**src/rtl/ro_freq_meter_wb.sv**
```systemverilog
// ro_freq_meter_wb
//   Wishbone-readable frequency meter for the ring-oscillator array. One
//   oscillator is selected and its rising edges are counted over a
//   programmable window of wb_clk_i cycles. Firmware derives the frequency
//   as f = COUNT * f_clk / WINDOW.
//
// Ports
//   wb_clk_i, wb_rst_i    clock, asynchronous active-high reset
//   wbs_stb_i/cyc_i/we_i  Wishbone slave request
//   wbs_sel_i, wbs_dat_i  byte enables and write data
//   wbs_adr_i             byte address; BASE_ADDR..BASE_ADDR+0xF is decoded
//   wbs_ack_o, wbs_dat_o  one-cycle acknowledge and read data (0 when idle)
//   ro_in                 raw oscillator outputs, asynchronous to wb_clk_i
//   busy_o                measurement in progress
//   irq_o                 level interrupt, STATUS.done & CTRL.irq_en
//
// Register map (adr[3:2])
//   0x0 CTRL   [3:0] sel, [8] start (pulse), [9] abort (pulse), [16] irq_en
//   0x4 WINDOW [WIN_W-1:0] window length in cycles
//   0x8 COUNT  [CNT_W-1:0] last result (read only)
//   0xC STATUS [0] busy, [1] done (W1C), [2] ovf (W1C)

module ro_freq_meter_wb #(
    parameter int          N_RO      = 10,
    parameter int          CNT_W     = 24,
    parameter int          WIN_W     = 24,
    parameter logic [31:0] BASE_ADDR = 32'h3000_0000
) (
    input  logic            wb_clk_i,
    input  logic            wb_rst_i,
    input  logic            wbs_stb_i,
    input  logic            wbs_cyc_i,
    input  logic            wbs_we_i,
    input  logic [3:0]      wbs_sel_i,
    input  logic [31:0]     wbs_dat_i,
    input  logic [31:0]     wbs_adr_i,
    output logic            wbs_ack_o,
    output logic [31:0]     wbs_dat_o,
    input  logic [N_RO-1:0] ro_in,
    output logic            busy_o,
    output logic            irq_o
);

    typedef enum logic [1:0] {IDLE = 2'd0, ARM = 2'd1, COUNT = 2'd2} state_t;

    state_t state, next_state;

    logic             addr_hit, req, wr;
    logic [1:0]       reg_idx;
    logic             wr_ctrl, wr_window, wr_status;
    logic [31:0]      be_mask, window_ext, window_merged, rdata;
    logic             start_req, abort_req, clr_done, clr_ovf;

    logic [3:0]       ctrl_sel;
    logic             irq_en;
    logic [WIN_W-1:0] window;
    logic [CNT_W-1:0] count_reg;
    logic             done, ovf;

    logic [3:0]       meas_sel;
    logic [WIN_W-1:0] meas_win, win_cnt;
    logic [CNT_W-1:0] edge_cnt;

    logic [N_RO-1:0]  sync1, sync2;
    logic [15:0]      sync_pad;
    logic             ro_sel, ro_dly, edge_pulse;

    logic             launch, arm_load, counting, finish, finish_zero, busy;
    logic             unused_bits;

    // Bus decode. req excludes the ack cycle so every access is acked once.
    assign addr_hit  = (wbs_adr_i[31:4] == BASE_ADDR[31:4]);
    assign req       = wbs_stb_i & wbs_cyc_i & ~wbs_ack_o & addr_hit;
    assign wr        = req & wbs_we_i;
    assign reg_idx   = wbs_adr_i[3:2];
    assign wr_ctrl   = wr & (reg_idx == 2'd0);
    assign wr_window = wr & (reg_idx == 2'd1);
    assign wr_status = wr & (reg_idx == 2'd3);

    assign be_mask = {{8{wbs_sel_i[3]}}, {8{wbs_sel_i[2]}},
                      {8{wbs_sel_i[1]}}, {8{wbs_sel_i[0]}}};
    assign window_ext    = 32'(window);
    assign window_merged = (window_ext & ~be_mask) | (wbs_dat_i & be_mask);

    assign start_req = wr_ctrl & wbs_sel_i[1] & wbs_dat_i[8];
    assign abort_req = wr_ctrl & wbs_sel_i[1] & wbs_dat_i[9];
    assign clr_done  = wr_status & wbs_sel_i[0] & wbs_dat_i[1];
    assign clr_ovf   = wr_status & wbs_sel_i[0] & wbs_dat_i[2];

    // Each oscillator is synchronised before the mux so that changing the
    // selection can never produce a runt pulse; the third flop after the
    // mux provides the rising-edge detector.
    always_ff @(posedge wb_clk_i or posedge wb_rst_i) begin
        if (wb_rst_i) begin
            sync1  <= '0;
            sync2  <= '0;
            ro_dly <= 1'b0;
        end else begin
            sync1  <= ro_in;
            sync2  <= sync1;
            ro_dly <= ro_sel;
        end
    end

    // Zero padding to 16 entries makes any sel >= N_RO pick a constant 0.
    assign sync_pad   = 16'(sync2);
    assign ro_sel     = sync_pad[meas_sel];
    assign edge_pulse = ro_sel & ~ro_dly;

    always_ff @(posedge wb_clk_i or posedge wb_rst_i) begin
        if (wb_rst_i) state <= IDLE;
        else          state <= next_state;
    end

    always_comb begin
        next_state = state;
        case (state)
            IDLE:    if (start_req && !abort_req) next_state = ARM;
            ARM:     if (abort_req || meas_win == '0) next_state = IDLE;
                     else next_state = COUNT;
            COUNT:   if (abort_req || win_cnt == '0) next_state = IDLE;
            default: next_state = IDLE;
        endcase
    end

    // Abort suppresses every datapath action so COUNT and done keep their
    // previous values.
    always_comb begin
        launch      = 1'b0;
        arm_load    = 1'b0;
        counting    = 1'b0;
        finish      = 1'b0;
        finish_zero = 1'b0;
        busy        = (state != IDLE);
        case (state)
            IDLE: launch = start_req & ~abort_req;
            ARM: begin
                if (!abort_req) begin
                    arm_load = 1'b1;
                    if (meas_win == '0) begin
                        finish_zero = 1'b1;
                        finish      = 1'b1;
                    end
                end
            end
            COUNT: begin
                if (!abort_req) begin
                    if (win_cnt != '0) counting = 1'b1;
                    else               finish   = 1'b1;
                end
            end
            default: ;
        endcase
    end

    // The measurement works on private copies of sel and WINDOW, so register
    // writes while busy never disturb a running window. The copy of sel takes
    // the value written alongside start when that byte is enabled.
    always_ff @(posedge wb_clk_i or posedge wb_rst_i) begin
        if (wb_rst_i) begin
            ctrl_sel  <= '0;
            irq_en    <= 1'b0;
            window    <= '0;
            count_reg <= '0;
            done      <= 1'b0;
            ovf       <= 1'b0;
            meas_sel  <= '0;
            meas_win  <= '0;
            win_cnt   <= '0;
            edge_cnt  <= '0;
        end else begin
            if (wr_ctrl) begin
                if (wbs_sel_i[0]) ctrl_sel <= wbs_dat_i[3:0];
                if (wbs_sel_i[2]) irq_en   <= wbs_dat_i[16];
            end
            if (wr_window) window <= window_merged[WIN_W-1:0];

            if (launch) begin
                meas_sel <= wbs_sel_i[0] ? wbs_dat_i[3:0] : ctrl_sel;
                meas_win <= window;
            end

            if (arm_load) begin
                edge_cnt <= '0;
                win_cnt  <= meas_win;
            end else if (counting) begin
                win_cnt <= win_cnt - WIN_W'(1);
                if (edge_pulse && !(&edge_cnt)) edge_cnt <= edge_cnt + CNT_W'(1);
            end

            if (finish) count_reg <= finish_zero ? '0 : edge_cnt;

            // Hardware set has priority over a simultaneous W1C.
            if (finish)        done <= 1'b1;
            else if (clr_done) done <= 1'b0;

            if (counting && edge_pulse && (&edge_cnt)) ovf <= 1'b1;
            else if (arm_load || clr_ovf)              ovf <= 1'b0;
        end
    end

    always_comb begin
        rdata = '0;
        case (reg_idx)
            2'd0: begin
                rdata[3:0] = ctrl_sel;
                rdata[16]  = irq_en;
            end
            2'd1:    rdata      = window_ext;
            2'd2:    rdata      = 32'(count_reg);
            default: rdata[2:0] = {ovf, done, busy};
        endcase
    end

    always_ff @(posedge wb_clk_i or posedge wb_rst_i) begin
        if (wb_rst_i) begin
            wbs_ack_o <= 1'b0;
            wbs_dat_o <= '0;
        end else begin
            wbs_ack_o <= req;
            wbs_dat_o <= (req && !wbs_we_i) ? rdata : '0;
        end
    end

    assign busy_o = busy;
    assign irq_o  = done & irq_en;

    assign unused_bits = ^{wbs_adr_i[1:0], window_merged};

endmodule

```
**config.mk**
```make
export PLATFORM = sky130hd
export DESIGN_NAME = ro_freq_meter_wb
export DESIGN_NICKNAME = d
export VERILOG_FILES = /design/src/rtl/ro_freq_meter_wb.sv
export SDC_FILE = /design/constraint.sdc
export NUM_CORES = 1
export LEC_CHECK = 0
export BUFFER_PORTS_ARGS = -buffer_cell sky130_fd_sc_hd__buf_2
export CAP_MARGIN = 5
export CORE_MARGIN = 2
export CORE_UTILIZATION = 41
export CTS_BUF_LIST = sky130_fd_sc_hd__clkbuf_8
export DETAILED_ROUTE_END_ITERATION = 6
export SLEW_MARGIN = 10
export SYNTH_ARGS = -nofsm -noshare
export SYNTH_HDL_FRONTEND = slang
export SYNTH_SLANG_ARGS = --single-unit
```
**constraint.sdc**
```tcl
create_clock -name wb_clk_i -period 16.3 [get_ports wb_clk_i]
set_clock_uncertainty 0.15 [all_clocks]
set_input_delay 3.26 -clock wb_clk_i [delete_from_list [all_inputs] [get_ports wb_clk_i]]
set_output_delay 3.26 -clock wb_clk_i [all_outputs]
set_load 0.005 [all_outputs]
```
==> summary.txt <==
dominant cells by area after synthesis = dfrtp_1 (55%), mux2_2 (5.7%), mux2_1 (2.9%)
gpl congestion = 0.8349
number of synthesized flops with an enable pin = 0
final worst slack = 10710 ps
TritonRoute pass-1 iters = 4
pwr/cell area = 84.71 nW/um^2
area share of the largest cell type after synthesis = 0.5526
Multi-input gate area = 3383 sq um
CTS Buffer Depth = 2
Final Core Density = 0.4723
DRC = 0
initial core utilization = 0.4165
Resized cells post-CTS = 0
slack of the worst reg-to-reg path = 12870 ps
Seq cells post-synth = 179
ant diodes = 0
H-tree Lvls = 4
met1 GRT Util = 0.2519
FF/Latch Area = 4479 sq um
share of synthesized registers carrying an async set or reset = 1.000
Post-CTS Setup Inserts = 0
max-slew violations = 0
Die Span Y = 144.6 microns
mapped cell area = 8105 sq um
most frequent cells in the layout = dfrtp_1 (179), buf_2 (98), nor2_1 (52)
CTS Sinks = 179
CP Max Fanout = 24
# fillers = 1768
worst slew pin tran = 1150 ps
largest net degree at the start of global routing = 113
Inst Count DP = 1024
Hold Path Class = reg -> reg
slowest cell on the critical path = a21oi_2
Startpoint Class = primary input
Final Cycle Share = 0.3429
Port-buffer cells = 98
core footprint = 19460 sq um
CTS tree = built
Die W = 144.6 microns
# setup viols final = 0
Buf/Inv on CP = 3
Unique masters post-synth = 68
root buffer cell = clkbuf_8
1st-iter DRT viols = 369
Req. time, crit path = 16540 ps
antenna violations before repair = 0
Cells after Synth = 690
Setup CP Type = in -> reg
Final nets = 871
vias per cell = 5.562
grt total ovfl = 0
syn avg cell area = 11.75 sq um
MaxCap Viol Count = 0
Post-synth top flop = dfrtp_1
Worst-Skew Late Latency = 470 ps
Syn. warnings = 0
worst-case vdd ir drop = 0.00004673 V
crit path capture type = register
unrepaired setup endpoints after global routing = false
met3 GRT Util = 0.03808
Rel. slew slack = 0.2334
die area = 20910 sq um
leakage power = 0.004215 uW
Row Count = 51
Synth area leader = dfrtp_1
CTS Hold Bufs = 0
Max Fclk = 178.9 MHz
Top Ports = 118
Reg clk slew, reported paths = 100 ps
CP Data Arrival Time = 5830 ps
commonest non-fill, non-tap cell in the layout = dfrtp_1
Via Count = 5873
post-route antenna net violation count = 0
drt wl/cell = 18.28 microns
vias in the first global route = 5985
hold slack final = 208.7 ps
worst slack at placement = 9941 ps
CP max stage delay = 900 ps
first-pass GRT wire length = 31430 microns
top cell family by delay on the critical path = compound AO/OA/AOI/OAI gates
final wirelength = 19300 microns
TritonCTS Buffers = 17
Total Routing Usage GR = 0.1954
status = finished clean
Most Crowded Layer GR = met2
Sum Neg Setup Slack = 0 ps
Area Overhead vs Synth = 13.40%
final hold vios = 0
hpwl dp = 13660 microns
critical path cell sequence = buf_2, inv_1, ha_1, nand4_1, nor3_2, buf_4, nor2_2, a21oi_2, a22o_1
GR Util met2 = 0.3308
share of cells above drive strength 1 = 0.2668
sequential share of the synthesized area = 0.5526
fin cells = 1056
Tmin final = 5589 ps
==> Yosys cell counts (5+ instances only) <==
cell      number
dfrtp_1      179
nor2_1        53
mux2_2        41
nand2_1       39
a21oi_1       30
a22o_1        24
a22oi_1       21
mux2_1        21
nor4_1        20
o21ai_0       19
xnor2_1       19
nand3_1       18
clkbuf_1      16
nor3_1        14
or3_1         14
inv_1         13
nand4_1       11
buf_2         10
ha_1          10
buf_4          9
nor4_2         9
mux2i_1        8
or4_1          8
nand2b_1       6
o31ai_1        6
a222oi_1       5
a31o_2         5
==> final timing paths <==
check / depth (start not counted) / to / startpoint
max: 9 / count_reg[23]$_DFFE_PP0P_ / wbs_adr_i[2]
min: 0 / sync2[4]$_DFF_PP0_ / sync1[4]$_DFF_PP0_
max reg2reg: 8 / count_reg[23]$_DFFE_PP0P_ / win_cnt[0]$_DFFE_PP0P_
min reg2reg: 0 / sync2[4]$_DFF_PP0_ / sync1[4]$_DFF_PP0_
max in group asynchronous: 3 / asynchronous set/reset pin / wb_rst_i
min in group asynchronous: 2 / asynchronous set/reset pin / wb_rst_i
==> routing by layer <==
layer  wire (microns)  up-vias
li1                 -     2714
met1             8280     2996
met2             9998      132
met3              683       31
met4              339        0
met5                0        -
==> per-stage QoR <==
stage	area, sq um	total power (uW)
final	9191	778.6
after CTS	9183	787.0
after detailed placement	8767	482.9
after global routing	9191	810.4
after floorplan	8132	469.7
after global placement	8767	481.8
==> power breakdown <==
group | total (uW) | internal [uW] | switching, uW
Sequential | 447 | 446 | 0.660
Combinational | 26.3 | 8.69 | 17.6
Clock | 305 | 119 | 187
Total | 779 | 574 | 205
==> cell families after synthesis <==
family / Yosys count / synth area share
other: 1 / 0.0004627
muxes: 70 / 0.09602
AOI/OAI and AO/OA: 130 / 0.1156
adders and majority gates: 10 / 0.01544
DFF: 179 / 0.5526
and+or+nand+nor: 225 / 0.1615
buffers and inverters: 54 / 0.03566
xor gates and xnor gates: 21 / 0.02269
==> worst reg2reg max path, delay by kind of cell, from the launching register on <==
kind	cells	cell delay (ps)
compound gates	3	1550
simple gates	3	990
flops	1	390
buf+inv	1	90
fa+ha+maj	1	200
==> area by class of cell <==
| cell class | instances | share of cell area |
|---|---|---|
| timing repair buffer | 103 | 0.05745 |
| inverter | 13 | 0.005854 |
| tap | 265 | 0.03607 |
| clock inverter | 15 | 0.01974 |
| clock buffer | 17 | 0.02546 |
| sequential | 179 | 0.4873 |
| multi-input combinational | 464 | 0.3681 |
(Power assumes the default switching activity.)
